===== src/rtl/s2axi_hp_wr_pkg.sv =====
// Shared constants and types for the HP0 write engine.
//   AXI3 field encodings used on the AW/W/B channels, burst geometry
//   (16 beats x 4 bytes) and the write FSM state type.
package r7ocm_axi_pkg;

  localparam logic [1:0] AXI_BURST_INCR = 2'b01;
  localparam logic [2:0] AXI_SIZE_4B    = 3'b010;
  localparam logic [1:0] AXI_RESP_OKAY  = 2'b00;
  localparam logic [3:0] AXI_CACHE_BUF  = 4'b0011;

  localparam int unsigned BURST_BEATS   = 16;
  localparam int unsigned BURST_BYTES   = 64;
  localparam logic [3:0]  AXI_LEN_BURST = 4'(BURST_BEATS - 1);

  typedef enum logic [1:0] {
    IDLE,
    ADDR,
    DATA,
    RESP
  } wr_state_e;

endpackage


===== src/rtl/s2axi_hp_wr_if.sv =====
// AXI3 write-channel bundle (AW, W, B) between the write engine and the
// PS AXI_HP0 slave port.
//   master : the write engine (drives aw*/w*/bready)
//   slave  : the HP0 port or a bench model (drives awready/wready/b*)
interface s2axi_hp_wr_if;

  logic [31:0] awaddr;
  logic [3:0]  awlen;
  logic [2:0]  awsize;
  logic [1:0]  awburst;
  logic [1:0]  awlock;
  logic [3:0]  awcache;
  logic [2:0]  awprot;
  logic [3:0]  awqos;
  logic [5:0]  awid;
  logic        awvalid;
  logic        awready;

  logic [31:0] wdata;
  logic [3:0]  wstrb;
  logic        wlast;
  logic [5:0]  wid;
  logic        wvalid;
  logic        wready;

  logic [1:0]  bresp;
  logic [5:0]  bid;
  logic        bvalid;
  logic        bready;

  modport master (
    output awaddr, awlen, awsize, awburst, awlock, awcache, awprot, awqos,
           awid, awvalid,
    output wdata, wstrb, wlast, wid, wvalid,
    output bready,
    input  awready, wready, bresp, bid, bvalid
  );

  modport slave (
    input  awaddr, awlen, awsize, awburst, awlock, awcache, awprot, awqos,
           awid, awvalid,
    input  wdata, wstrb, wlast, wid, wvalid,
    input  bready,
    output awready, wready, bresp, bid, bvalid
  );

endinterface


===== src/rtl/s2axi_hp_wr_fifo.sv =====
// Synchronous first-word-fall-through FIFO.
//   clk_i, rst_ni : clock, asynchronous active-low reset
//   flush_i       : empties the FIFO (pointers and count to zero)
//   push_i/data_i : write a word (never issued while full)
//   pop_i         : drop the head word (never issued while empty)
//   data_o        : current head word, valid whenever empty_o is low
//   full_o, empty_o, count_o : occupancy
module r7ocm_sync_fifo #(
  parameter int unsigned WIDTH = 32,
  parameter int unsigned DEPTH = 64
) (
  input  logic                       clk_i,
  input  logic                       rst_ni,
  input  logic                       flush_i,
  input  logic                       push_i,
  input  logic [WIDTH-1:0]           data_i,
  input  logic                       pop_i,
  output logic [WIDTH-1:0]           data_o,
  output logic                       full_o,
  output logic                       empty_o,
  output logic [$clog2(DEPTH):0]     count_o
);

  localparam int unsigned AW = $clog2(DEPTH);

  logic [WIDTH-1:0] mem_q [DEPTH];
  logic [AW-1:0]    rd_q, rd_d;
  logic [AW-1:0]    wr_q, wr_d;
  logic [AW:0]      cnt_q, cnt_d;

  always_comb begin
    rd_d  = rd_q;
    wr_d  = wr_q;
    cnt_d = cnt_q;
    if (flush_i) begin
      rd_d  = '0;
      wr_d  = '0;
      cnt_d = '0;
    end else begin
      if (push_i) wr_d = wr_q + 1'b1;
      if (pop_i)  rd_d = rd_q + 1'b1;
      case ({push_i, pop_i})
        2'b10:   cnt_d = cnt_q + 1'b1;
        2'b01:   cnt_d = cnt_q - 1'b1;
        default: cnt_d = cnt_q;
      endcase
    end
  end

  always_ff @(posedge clk_i or negedge rst_ni) begin
    if (!rst_ni) begin
      rd_q  <= '0;
      wr_q  <= '0;
      cnt_q <= '0;
    end else begin
      rd_q  <= rd_d;
      wr_q  <= wr_d;
      cnt_q <= cnt_d;
    end
  end

  // Storage needs no reset: the count gates every read of it.
  always_ff @(posedge clk_i) begin
    if (push_i && !flush_i) mem_q[wr_q] <= data_i;
  end

  assign data_o  = mem_q[rd_q];
  assign full_o  = (cnt_q == (AW+1)'(DEPTH));
  assign empty_o = (cnt_q == '0);
  assign count_o = cnt_q;

endmodule


===== src/rtl/s2axi_hp_wr.sv =====
// Write engine for the PS AXI_HP0 port: buffers 32-bit stream words and
// writes them to a DDR ring as fixed 16-beat AXI3 INCR bursts.
//   AXI_clk, rst_n : HP0 clock, asynchronous active-low reset
//   enable         : run control; low while idle flushes and zeroes state
//   s_data/s_valid/s_ready : sample stream input
//   wr_ptr         : ring offset just past the last acknowledged burst
//   overflow       : sticky, a word was offered while refused (enabled)
//   bus_err        : sticky, a burst response was not OKAY
//   AXI_HP0        : AW/W/B channels (master side)
module s2axi_hp_wr
  import r7ocm_axi_pkg::*;
#(
  parameter logic [31:0] BASE_ADDR  = 32'h1E00_0000,
  parameter logic [31:0] RING_BYTES = 32'h0010_0000,
  parameter int unsigned FIFO_DEPTH = 64,
  parameter logic [5:0]  AXI_ID     = 6'd0
) (
  input  logic                 AXI_clk,
  input  logic                 rst_n,
  input  logic                 enable,
  input  logic [31:0]          s_data,
  input  logic                 s_valid,
  output logic                 s_ready,
  output logic [31:0]          wr_ptr,
  output logic                 overflow,
  output logic                 bus_err,
  s2axi_hp_wr_if.master        AXI_HP0
);

  localparam int unsigned CW = $clog2(FIFO_DEPTH) + 1;

  wr_state_e   state_q, state_d;
  logic [3:0]  beat_q, beat_d;
  logic [31:0] offset_q, offset_d;
  logic [31:0] wr_ptr_q, wr_ptr_d;
  logic [31:0] awaddr_q, awaddr_d;
  logic        overflow_q, overflow_d;
  logic        bus_err_q, bus_err_d;

  logic          fifo_full;
  logic          fifo_empty;
  logic [CW-1:0] fifo_count;
  logic [31:0]   fifo_head;
  logic          fifo_push;
  logic          fifo_pop;
  logic          fifo_flush;
  logic          unused_w;

  assign s_ready    = enable && !fifo_full;
  assign fifo_push  = s_valid && s_ready;
  assign fifo_pop   = (state_q == DATA) && AXI_HP0.wready;
  assign fifo_flush = !enable && (state_q == IDLE);

  r7ocm_sync_fifo #(
    .WIDTH (32),
    .DEPTH (FIFO_DEPTH)
  ) u_fifo (
    .clk_i   (AXI_clk),
    .rst_ni  (rst_n),
    .flush_i (fifo_flush),
    .push_i  (fifo_push),
    .data_i  (s_data),
    .pop_i   (fifo_pop),
    .data_o  (fifo_head),
    .full_o  (fifo_full),
    .empty_o (fifo_empty),
    .count_o (fifo_count)
  );

  always_comb begin
    state_d    = state_q;
    beat_d     = beat_q;
    offset_d   = offset_q;
    wr_ptr_d   = wr_ptr_q;
    awaddr_d   = awaddr_q;
    overflow_d = overflow_q;
    bus_err_d  = bus_err_q;

    if (enable && s_valid && !s_ready) overflow_d = 1'b1;

    case (state_q)
      IDLE: begin
        if (enable && (fifo_count >= CW'(BURST_BEATS))) begin
          state_d  = ADDR;
          awaddr_d = BASE_ADDR + offset_q;
          beat_d   = '0;
        end else if (!enable) begin
          offset_d   = '0;
          wr_ptr_d   = '0;
          overflow_d = 1'b0;
          bus_err_d  = 1'b0;
        end
      end
      ADDR: begin
        if (AXI_HP0.awready) state_d = DATA;
      end
      DATA: begin
        if (AXI_HP0.wready) begin
          beat_d = beat_q + 1'b1;
          if (beat_q == AXI_LEN_BURST) state_d = RESP;
        end
      end
      RESP: begin
        if (AXI_HP0.bvalid) begin
          // Ring size is a power of two, so the mask performs the wrap.
          offset_d  = (offset_q + 32'(BURST_BYTES)) & (RING_BYTES - 32'd1);
          wr_ptr_d  = (offset_q + 32'(BURST_BYTES)) & (RING_BYTES - 32'd1);
          bus_err_d = bus_err_q | (AXI_HP0.bresp != AXI_RESP_OKAY);
          state_d   = IDLE;
        end
      end
      default: state_d = IDLE;
    endcase
  end

  always_ff @(posedge AXI_clk or negedge rst_n) begin
    if (!rst_n) begin
      state_q    <= IDLE;
      beat_q     <= '0;
      offset_q   <= '0;
      wr_ptr_q   <= '0;
      awaddr_q   <= '0;
      overflow_q <= 1'b0;
      bus_err_q  <= 1'b0;
    end else begin
      state_q    <= state_d;
      beat_q     <= beat_d;
      offset_q   <= offset_d;
      wr_ptr_q   <= wr_ptr_d;
      awaddr_q   <= awaddr_d;
      overflow_q <= overflow_d;
      bus_err_q  <= bus_err_d;
    end
  end

  assign wr_ptr   = wr_ptr_q;
  assign overflow = overflow_q;
  assign bus_err  = bus_err_q;

  assign AXI_HP0.awaddr  = awaddr_q;
  assign AXI_HP0.awlen   = AXI_LEN_BURST;
  assign AXI_HP0.awsize  = AXI_SIZE_4B;
  assign AXI_HP0.awburst = AXI_BURST_INCR;
  assign AXI_HP0.awlock  = '0;
  assign AXI_HP0.awcache = AXI_CACHE_BUF;
  assign AXI_HP0.awprot  = '0;
  assign AXI_HP0.awqos   = '0;
  assign AXI_HP0.awid    = AXI_ID;
  assign AXI_HP0.awvalid = (state_q == ADDR);

  // wdata is forced to zero outside DATA so reset leaves no stale RAM word visible.
  assign AXI_HP0.wdata   = (state_q == DATA) ? fifo_head : '0;
  assign AXI_HP0.wstrb   = 4'hF;
  assign AXI_HP0.wlast   = (state_q == DATA) && (beat_q == AXI_LEN_BURST);
  assign AXI_HP0.wid     = AXI_ID;
  assign AXI_HP0.wvalid  = (state_q == DATA);

  assign AXI_HP0.bready  = (state_q == RESP);

  assign unused_w = ^{AXI_HP0.bid, fifo_empty};

endmodule

===== src/flat_wrapper.sv =====
// flat-port wrapper written by rule: the top's interface ports become plain ports
module s2axi_hp_wr_flat import r7ocm_axi_pkg::*;
#(
  parameter logic [31:0] BASE_ADDR  = 32'h1E00_0000,
  parameter logic [31:0] RING_BYTES = 32'h0010_0000,
  parameter int unsigned FIFO_DEPTH = 64,
  parameter logic [5:0]  AXI_ID     = 6'd0
)
  (AXI_clk, rst_n, enable, s_data, s_valid, s_ready, wr_ptr, overflow, bus_err, AXI_HP0_awaddr, AXI_HP0_awlen, AXI_HP0_awsize, AXI_HP0_awburst, AXI_HP0_awlock, AXI_HP0_awcache, AXI_HP0_awprot, AXI_HP0_awqos, AXI_HP0_awid, AXI_HP0_awvalid, AXI_HP0_wdata, AXI_HP0_wstrb, AXI_HP0_wlast, AXI_HP0_wid, AXI_HP0_wvalid, AXI_HP0_bready, AXI_HP0_awready, AXI_HP0_wready, AXI_HP0_bresp, AXI_HP0_bid, AXI_HP0_bvalid);
  s2axi_hp_wr_if AXI_HP0_i ();
  input  logic AXI_clk;
  input  logic rst_n;
  input  logic enable;
  input  logic [31:0] s_data;
  input  logic s_valid;
  output logic s_ready;
  output logic [31:0] wr_ptr;
  output logic overflow;
  output logic bus_err;
  output wire logic [$bits(AXI_HP0_i.awaddr)-1:0] AXI_HP0_awaddr;
  output wire logic [$bits(AXI_HP0_i.awlen)-1:0] AXI_HP0_awlen;
  output wire logic [$bits(AXI_HP0_i.awsize)-1:0] AXI_HP0_awsize;
  output wire logic [$bits(AXI_HP0_i.awburst)-1:0] AXI_HP0_awburst;
  output wire logic [$bits(AXI_HP0_i.awlock)-1:0] AXI_HP0_awlock;
  output wire logic [$bits(AXI_HP0_i.awcache)-1:0] AXI_HP0_awcache;
  output wire logic [$bits(AXI_HP0_i.awprot)-1:0] AXI_HP0_awprot;
  output wire logic [$bits(AXI_HP0_i.awqos)-1:0] AXI_HP0_awqos;
  output wire logic [$bits(AXI_HP0_i.awid)-1:0] AXI_HP0_awid;
  output wire logic [$bits(AXI_HP0_i.awvalid)-1:0] AXI_HP0_awvalid;
  output wire logic [$bits(AXI_HP0_i.wdata)-1:0] AXI_HP0_wdata;
  output wire logic [$bits(AXI_HP0_i.wstrb)-1:0] AXI_HP0_wstrb;
  output wire logic [$bits(AXI_HP0_i.wlast)-1:0] AXI_HP0_wlast;
  output wire logic [$bits(AXI_HP0_i.wid)-1:0] AXI_HP0_wid;
  output wire logic [$bits(AXI_HP0_i.wvalid)-1:0] AXI_HP0_wvalid;
  output wire logic [$bits(AXI_HP0_i.bready)-1:0] AXI_HP0_bready;
  input wire logic [$bits(AXI_HP0_i.awready)-1:0] AXI_HP0_awready;
  input wire logic [$bits(AXI_HP0_i.wready)-1:0] AXI_HP0_wready;
  input wire logic [$bits(AXI_HP0_i.bresp)-1:0] AXI_HP0_bresp;
  input wire logic [$bits(AXI_HP0_i.bid)-1:0] AXI_HP0_bid;
  input wire logic [$bits(AXI_HP0_i.bvalid)-1:0] AXI_HP0_bvalid;
  assign AXI_HP0_awaddr = AXI_HP0_i.awaddr;
  assign AXI_HP0_awlen = AXI_HP0_i.awlen;
  assign AXI_HP0_awsize = AXI_HP0_i.awsize;
  assign AXI_HP0_awburst = AXI_HP0_i.awburst;
  assign AXI_HP0_awlock = AXI_HP0_i.awlock;
  assign AXI_HP0_awcache = AXI_HP0_i.awcache;
  assign AXI_HP0_awprot = AXI_HP0_i.awprot;
  assign AXI_HP0_awqos = AXI_HP0_i.awqos;
  assign AXI_HP0_awid = AXI_HP0_i.awid;
  assign AXI_HP0_awvalid = AXI_HP0_i.awvalid;
  assign AXI_HP0_wdata = AXI_HP0_i.wdata;
  assign AXI_HP0_wstrb = AXI_HP0_i.wstrb;
  assign AXI_HP0_wlast = AXI_HP0_i.wlast;
  assign AXI_HP0_wid = AXI_HP0_i.wid;
  assign AXI_HP0_wvalid = AXI_HP0_i.wvalid;
  assign AXI_HP0_bready = AXI_HP0_i.bready;
  assign AXI_HP0_i.awready = AXI_HP0_awready;
  assign AXI_HP0_i.wready = AXI_HP0_wready;
  assign AXI_HP0_i.bresp = AXI_HP0_bresp;
  assign AXI_HP0_i.bid = AXI_HP0_bid;
  assign AXI_HP0_i.bvalid = AXI_HP0_bvalid;
  s2axi_hp_wr #(.BASE_ADDR(BASE_ADDR), .RING_BYTES(RING_BYTES), .FIFO_DEPTH(FIFO_DEPTH), .AXI_ID(AXI_ID)) u_core (.AXI_clk(AXI_clk), .rst_n(rst_n), .enable(enable), .s_data(s_data), .s_valid(s_valid), .s_ready(s_ready), .wr_ptr(wr_ptr), .overflow(overflow), .bus_err(bus_err), .AXI_HP0(AXI_HP0_i));
endmodule

===== config.mk =====
export PLATFORM = sky130hd
export DESIGN_NAME = s2axi_hp_wr_flat
export DESIGN_NICKNAME = d
export VERILOG_FILES = /design/src/rtl/s2axi_hp_wr_pkg.sv /design/src/rtl/s2axi_hp_wr_if.sv /design/src/rtl/s2axi_hp_wr_fifo.sv /design/src/rtl/s2axi_hp_wr.sv /design/src/flat_wrapper.sv
export SDC_FILE = /design/constraint.sdc
export NUM_CORES = 2
export LEC_CHECK = 0
export ABC_AREA = 1
export CAP_MARGIN = 15
export CORE_MARGIN = 2
export CORE_UTILIZATION = 62
export CTS_BUF_LIST = sky130_fd_sc_hd__clkbuf_4 sky130_fd_sc_hd__clkbuf_8 sky130_fd_sc_hd__clkbuf_16
export DETAILED_ROUTE_END_ITERATION = 6
export PLACE_DENSITY = 0.8
export SLEW_MARGIN = 20
export SYNTH_ARGS = -nofsm -noshare
export SYNTH_HDL_FRONTEND = slang
export SYNTH_SLANG_ARGS = --single-unit

===== constraint.sdc =====
create_clock -name AXI_clk -period 4.7 [get_ports AXI_clk]
set_input_delay 1.175 -clock AXI_clk [delete_from_list [all_inputs] [get_ports AXI_clk]]
set_output_delay 1.175 -clock AXI_clk [all_outputs]
set_load 0.01 [all_outputs]

==> results.txt <==
CTS Buf Count: 197
Setup WS post-layout: -0.128 ns
GRT overflow: 0
count of state elements after synthesis: 2104
DR WL/cell: 23.7 um
Pleak: 38.8 nW
DR vias: 62300
Rows: 138
Worst Tran Pin Value: 1.23 ns
Starting Density: 0.625
Worst Setup End Kind: primary output
post-synthesis sequential area ratio: 0.712
setup TNS: -0.354 ns
antenna-violating nets left: 0
Synth Area per Inst: 10.9 um^2
Die Wd: 381 um
clk slew on worst S/H paths: 0.06 ns
post-route core utilization: 0.709
DRT iter0 DRCs: 9817
H-tree Lvls: 4
share of post-route cells with drive strength above 1: 0.0982
Final period util: 1.03
DR DRC count: 2
P per Cell Area: 573 nW/um^2
fmax: 0.207 GHz
WL final: 244000 um
setup violators final: 4
first drt pass iteration count: 7
Final Hold Fails: 0
worst-path cell chain: inv_6 > buf_12 > nand3_1 > nand2_1 > nand3_2 > a21oi_2 > clkdlybuf4s50_1
number of fill cells: 8672
fin. max-slew vios: 0
worst stage delay on the critical path: 0.57 ns
Clock Skews: 0.0239 ns
Clock Tree Buf Depth: 3
die height: 381 um
# clock sinks: 2104
core area: 141000 um^2
Post-synth EDFFs: 2048
Worst EP required: 3.52 ns
Area Overhead vs Synth: 13.5%
Slowest-stage cell, CP: clkdlybuf4s50_1
Worst Hold Class: flip-flop to flip-flop
Worst EP arrival: 3.65 ns
global-route wire length before repair: 353000 um
Max IR drop VDD: 0.601 mV
Tmin final: 4.83 ns
clk root buf: clkbuf_16
Startpoint Class: flip-flop
Warnings, synthesis: 0
Clock Latency Late Sink: 0.84 ns
GRT Util Overall: 0.323
outcome: complete, but fails checks
failing checks: DRC, setup timing
initial antenna violation count: 9
Setup CP Type: flip-flop to primary output
Layout Nets: 8279
GPL Wtd Cong: 0.835
Netlist cell types: 39
prevailing post-synth register cell: edfxtp_1
Final HPWL DP: 124000 um
RSZ-0062 raised after global routing: true
largest net degree at the start of global routing: 129
Max FO, Critical Path: 128
vias per cell: 6.06
relative max-transition margin: 0.182
CTS tree: yes
MaxCap Viol Count: 0
Post-Synthesis Cell Area: 88300 um^2
Synth async-reset ratio: 0.0266
I/O Pins: 188
total power: 57.4 mW
I/O Buffers: 111
die area: 146000 um^2
number of global-route vias before repair: 59700
synthesized instance count: 8070
==> per-stage QoR <==
stage / instance area [um^2] / setup slack [ns] / hold slack (ns) / std cells
after floorplan: 88600 / 0.428 / 0.471 / 8138
after global placement: 92400 / 0.269 / 0.462 / 9858
after detailed placement: 92400 / 0.286 / 0.472 / 9858
after CTS: 99500 / -0.201 / 0.478 / 10200
after global routing: 100000 / -0.187 / 0.517 / 10300
final: 100000 / -0.128 / 0.487 / 10300
==> sequential cells by signal (all words and copies together) (netlist names) <==
name	count
u_core.u_fifo.mem_q	2048
u_core.AXI_HP0.awaddr	15
u_core.offset_q	14
u_core.u_fifo.count_o	7
u_core.u_fifo.rd_q	6
u_core.u_fifo.wr_q	6
u_core.beat_q	4
u_core.state_q	2
u_core.bus_err	1
u_core.overflow	1
==> synth_stat cells (35+ instances only) <==
cell / count / share of area
a21oi_1: 175 / 0.0099
buf_1: 43 / 0.0018
buf_2: 193 / 0.011
buf_4: 116 / 0.0099
clkbuf_1: 145 / 0.0062
dfrtp_1: 56 / 0.016
edfxtp_1: 2048 / 0.70
inv_1: 550 / 0.023
nand2_1: 2319 / 0.099
nand3_1: 829 / 0.047
nor2_1: 1014 / 0.043
o21ai_0: 384 / 0.022
o21ai_1: 35 / 0.0020
or2_2: 50 / 0.0035
==> area by class of cell <==
cell class / instances / area [um^2] / area share
clock inverter: 120 / 908 / 0.00906
tap: 1890 / 2360 / 0.0236
sequential: 2104 / 62900 / 0.627
timing repair buffer: 393 / 4920 / 0.0491
multi-input combinational: 4964 / 21700 / 0.216
timing repair inverter: 3 / 26.3 / 0.000262
antenna: 1 / 2.50 / 0.0000250
clock buffer: 241 / 5330 / 0.0532
inverter: 558 / 2150 / 0.0214
==> cell families (layout without fill, tap and decap cells) <==
kind of cell / count (synthesis) / in the layout / synth area share
AO/OA/AOI/OAI: 622 / 622 / 0.0360
XOR/XNOR: 11 / 11 / 0.00109
adder cells (fa/ha/maj): 11 / 11 / 0.00156
buffers and inverters: 1070 / 1315 / 0.0543
flip-flops: 2104 / 2104 / 0.712
other: 2 / 71 / 0.0000850
AND/OR/NAND/NOR: 4250 / 4250 / 0.195
==> power by group <==
part / switching (mW) / internal [mW] / leakage (nW)
Sequential: 0.239 / 21.0 / 19.2
Clock: 6.85 / 8.65 / 3.14
Combinational: 13.9 / 6.75 / 16.5
Total: 21.0 / 36.4 / 38.8
==> worst max-delay path, delay by kind of cell, from the launching register on <==
| family | cells | cell delay [ns] |
|---|---|---|
| DFF | 1 | 0.47 |
| and+or+nand+nor | 3 | 0.53 |
| AOI/OAI and AO/OA | 1 | 0.26 |
| buffers and inverters | 3 | 1.19 |
==> what timing repair did <==
item	4_1_cts	5_1_grt
endpoints found under the hold margin	0	0
pin swaps	3	19
cloned	16	12
buffers inserted	13	12
setup endpoints to repair	32	29
hold buffers	0	0
gates resized for setup	87	73
==> per-layer routing <==
layer	share of wire	routed length, um	global-route usage	vias to the layer above
li1	-	-	-	27300
met1	0.35	84100	0.422	29400
met2	0.48	116000	0.517	4755
met3	0.13	31600	0.0714	823
met4	0.049	11900	0.162	8
met5	0.00021	52	0	-
==> final timing paths <==
check / from / endpoint / slack [ns] / depth (start not counted)
hold reg to reg: u_core.AXI_HP0.awaddr[14] / u_core.AXI_HP0.awaddr[14] / 0.49 / 2
setup / recovery: u_core.u_fifo.rd_q[3] / AXI_HP0_wdata[1] / -0.13 / 7
setup reg to reg: u_core.state_q[0] / u_core.u_fifo.count_o[6] / 1.70 / 13
min in group asynchronous: rst_n / u_core.u_fifo.count_o[3] / 0.50 / 2
max in group asynchronous: rst_n / u_core.u_fifo.rd_q[2] / 3.62 / 2
hold / removal: u_core.AXI_HP0.awaddr[14] / u_core.AXI_HP0.awaddr[14] / 0.49 / 2
==> placed cells by master, fill, tap and decap left out, types with 22 or more instances in the layout <==
cell type | Yosys | routed
o21ai_0 | 384 | 384
nand2_1 | 2319 | 2306
dfrtp_1 | 56 | 52
clkbuf_16 | 0 | 211
nand3_1 | 829 | 813
clkinv_2 | 0 | 45
nor2_4 | 0 | 63
or2_2 | 50 | 50
buf_12 | 0 | 61
a21oi_2 | 0 | 22
a21oi_1 | 175 | 148
o21ai_1 | 35 | 35
conb_1 | 2 | 70
nor2_1 | 1014 | 947
edfxtp_1 | 2048 | 2048
buf_4 | 116 | 181
clkbuf_4 | 0 | 38
buf_16 | 0 | 29
clkdlybuf4s50_1 | 0 | 48
clkinv_1 | 4 | 54
inv_1 | 550 | 547
Power figures use the tool's default switching activity.
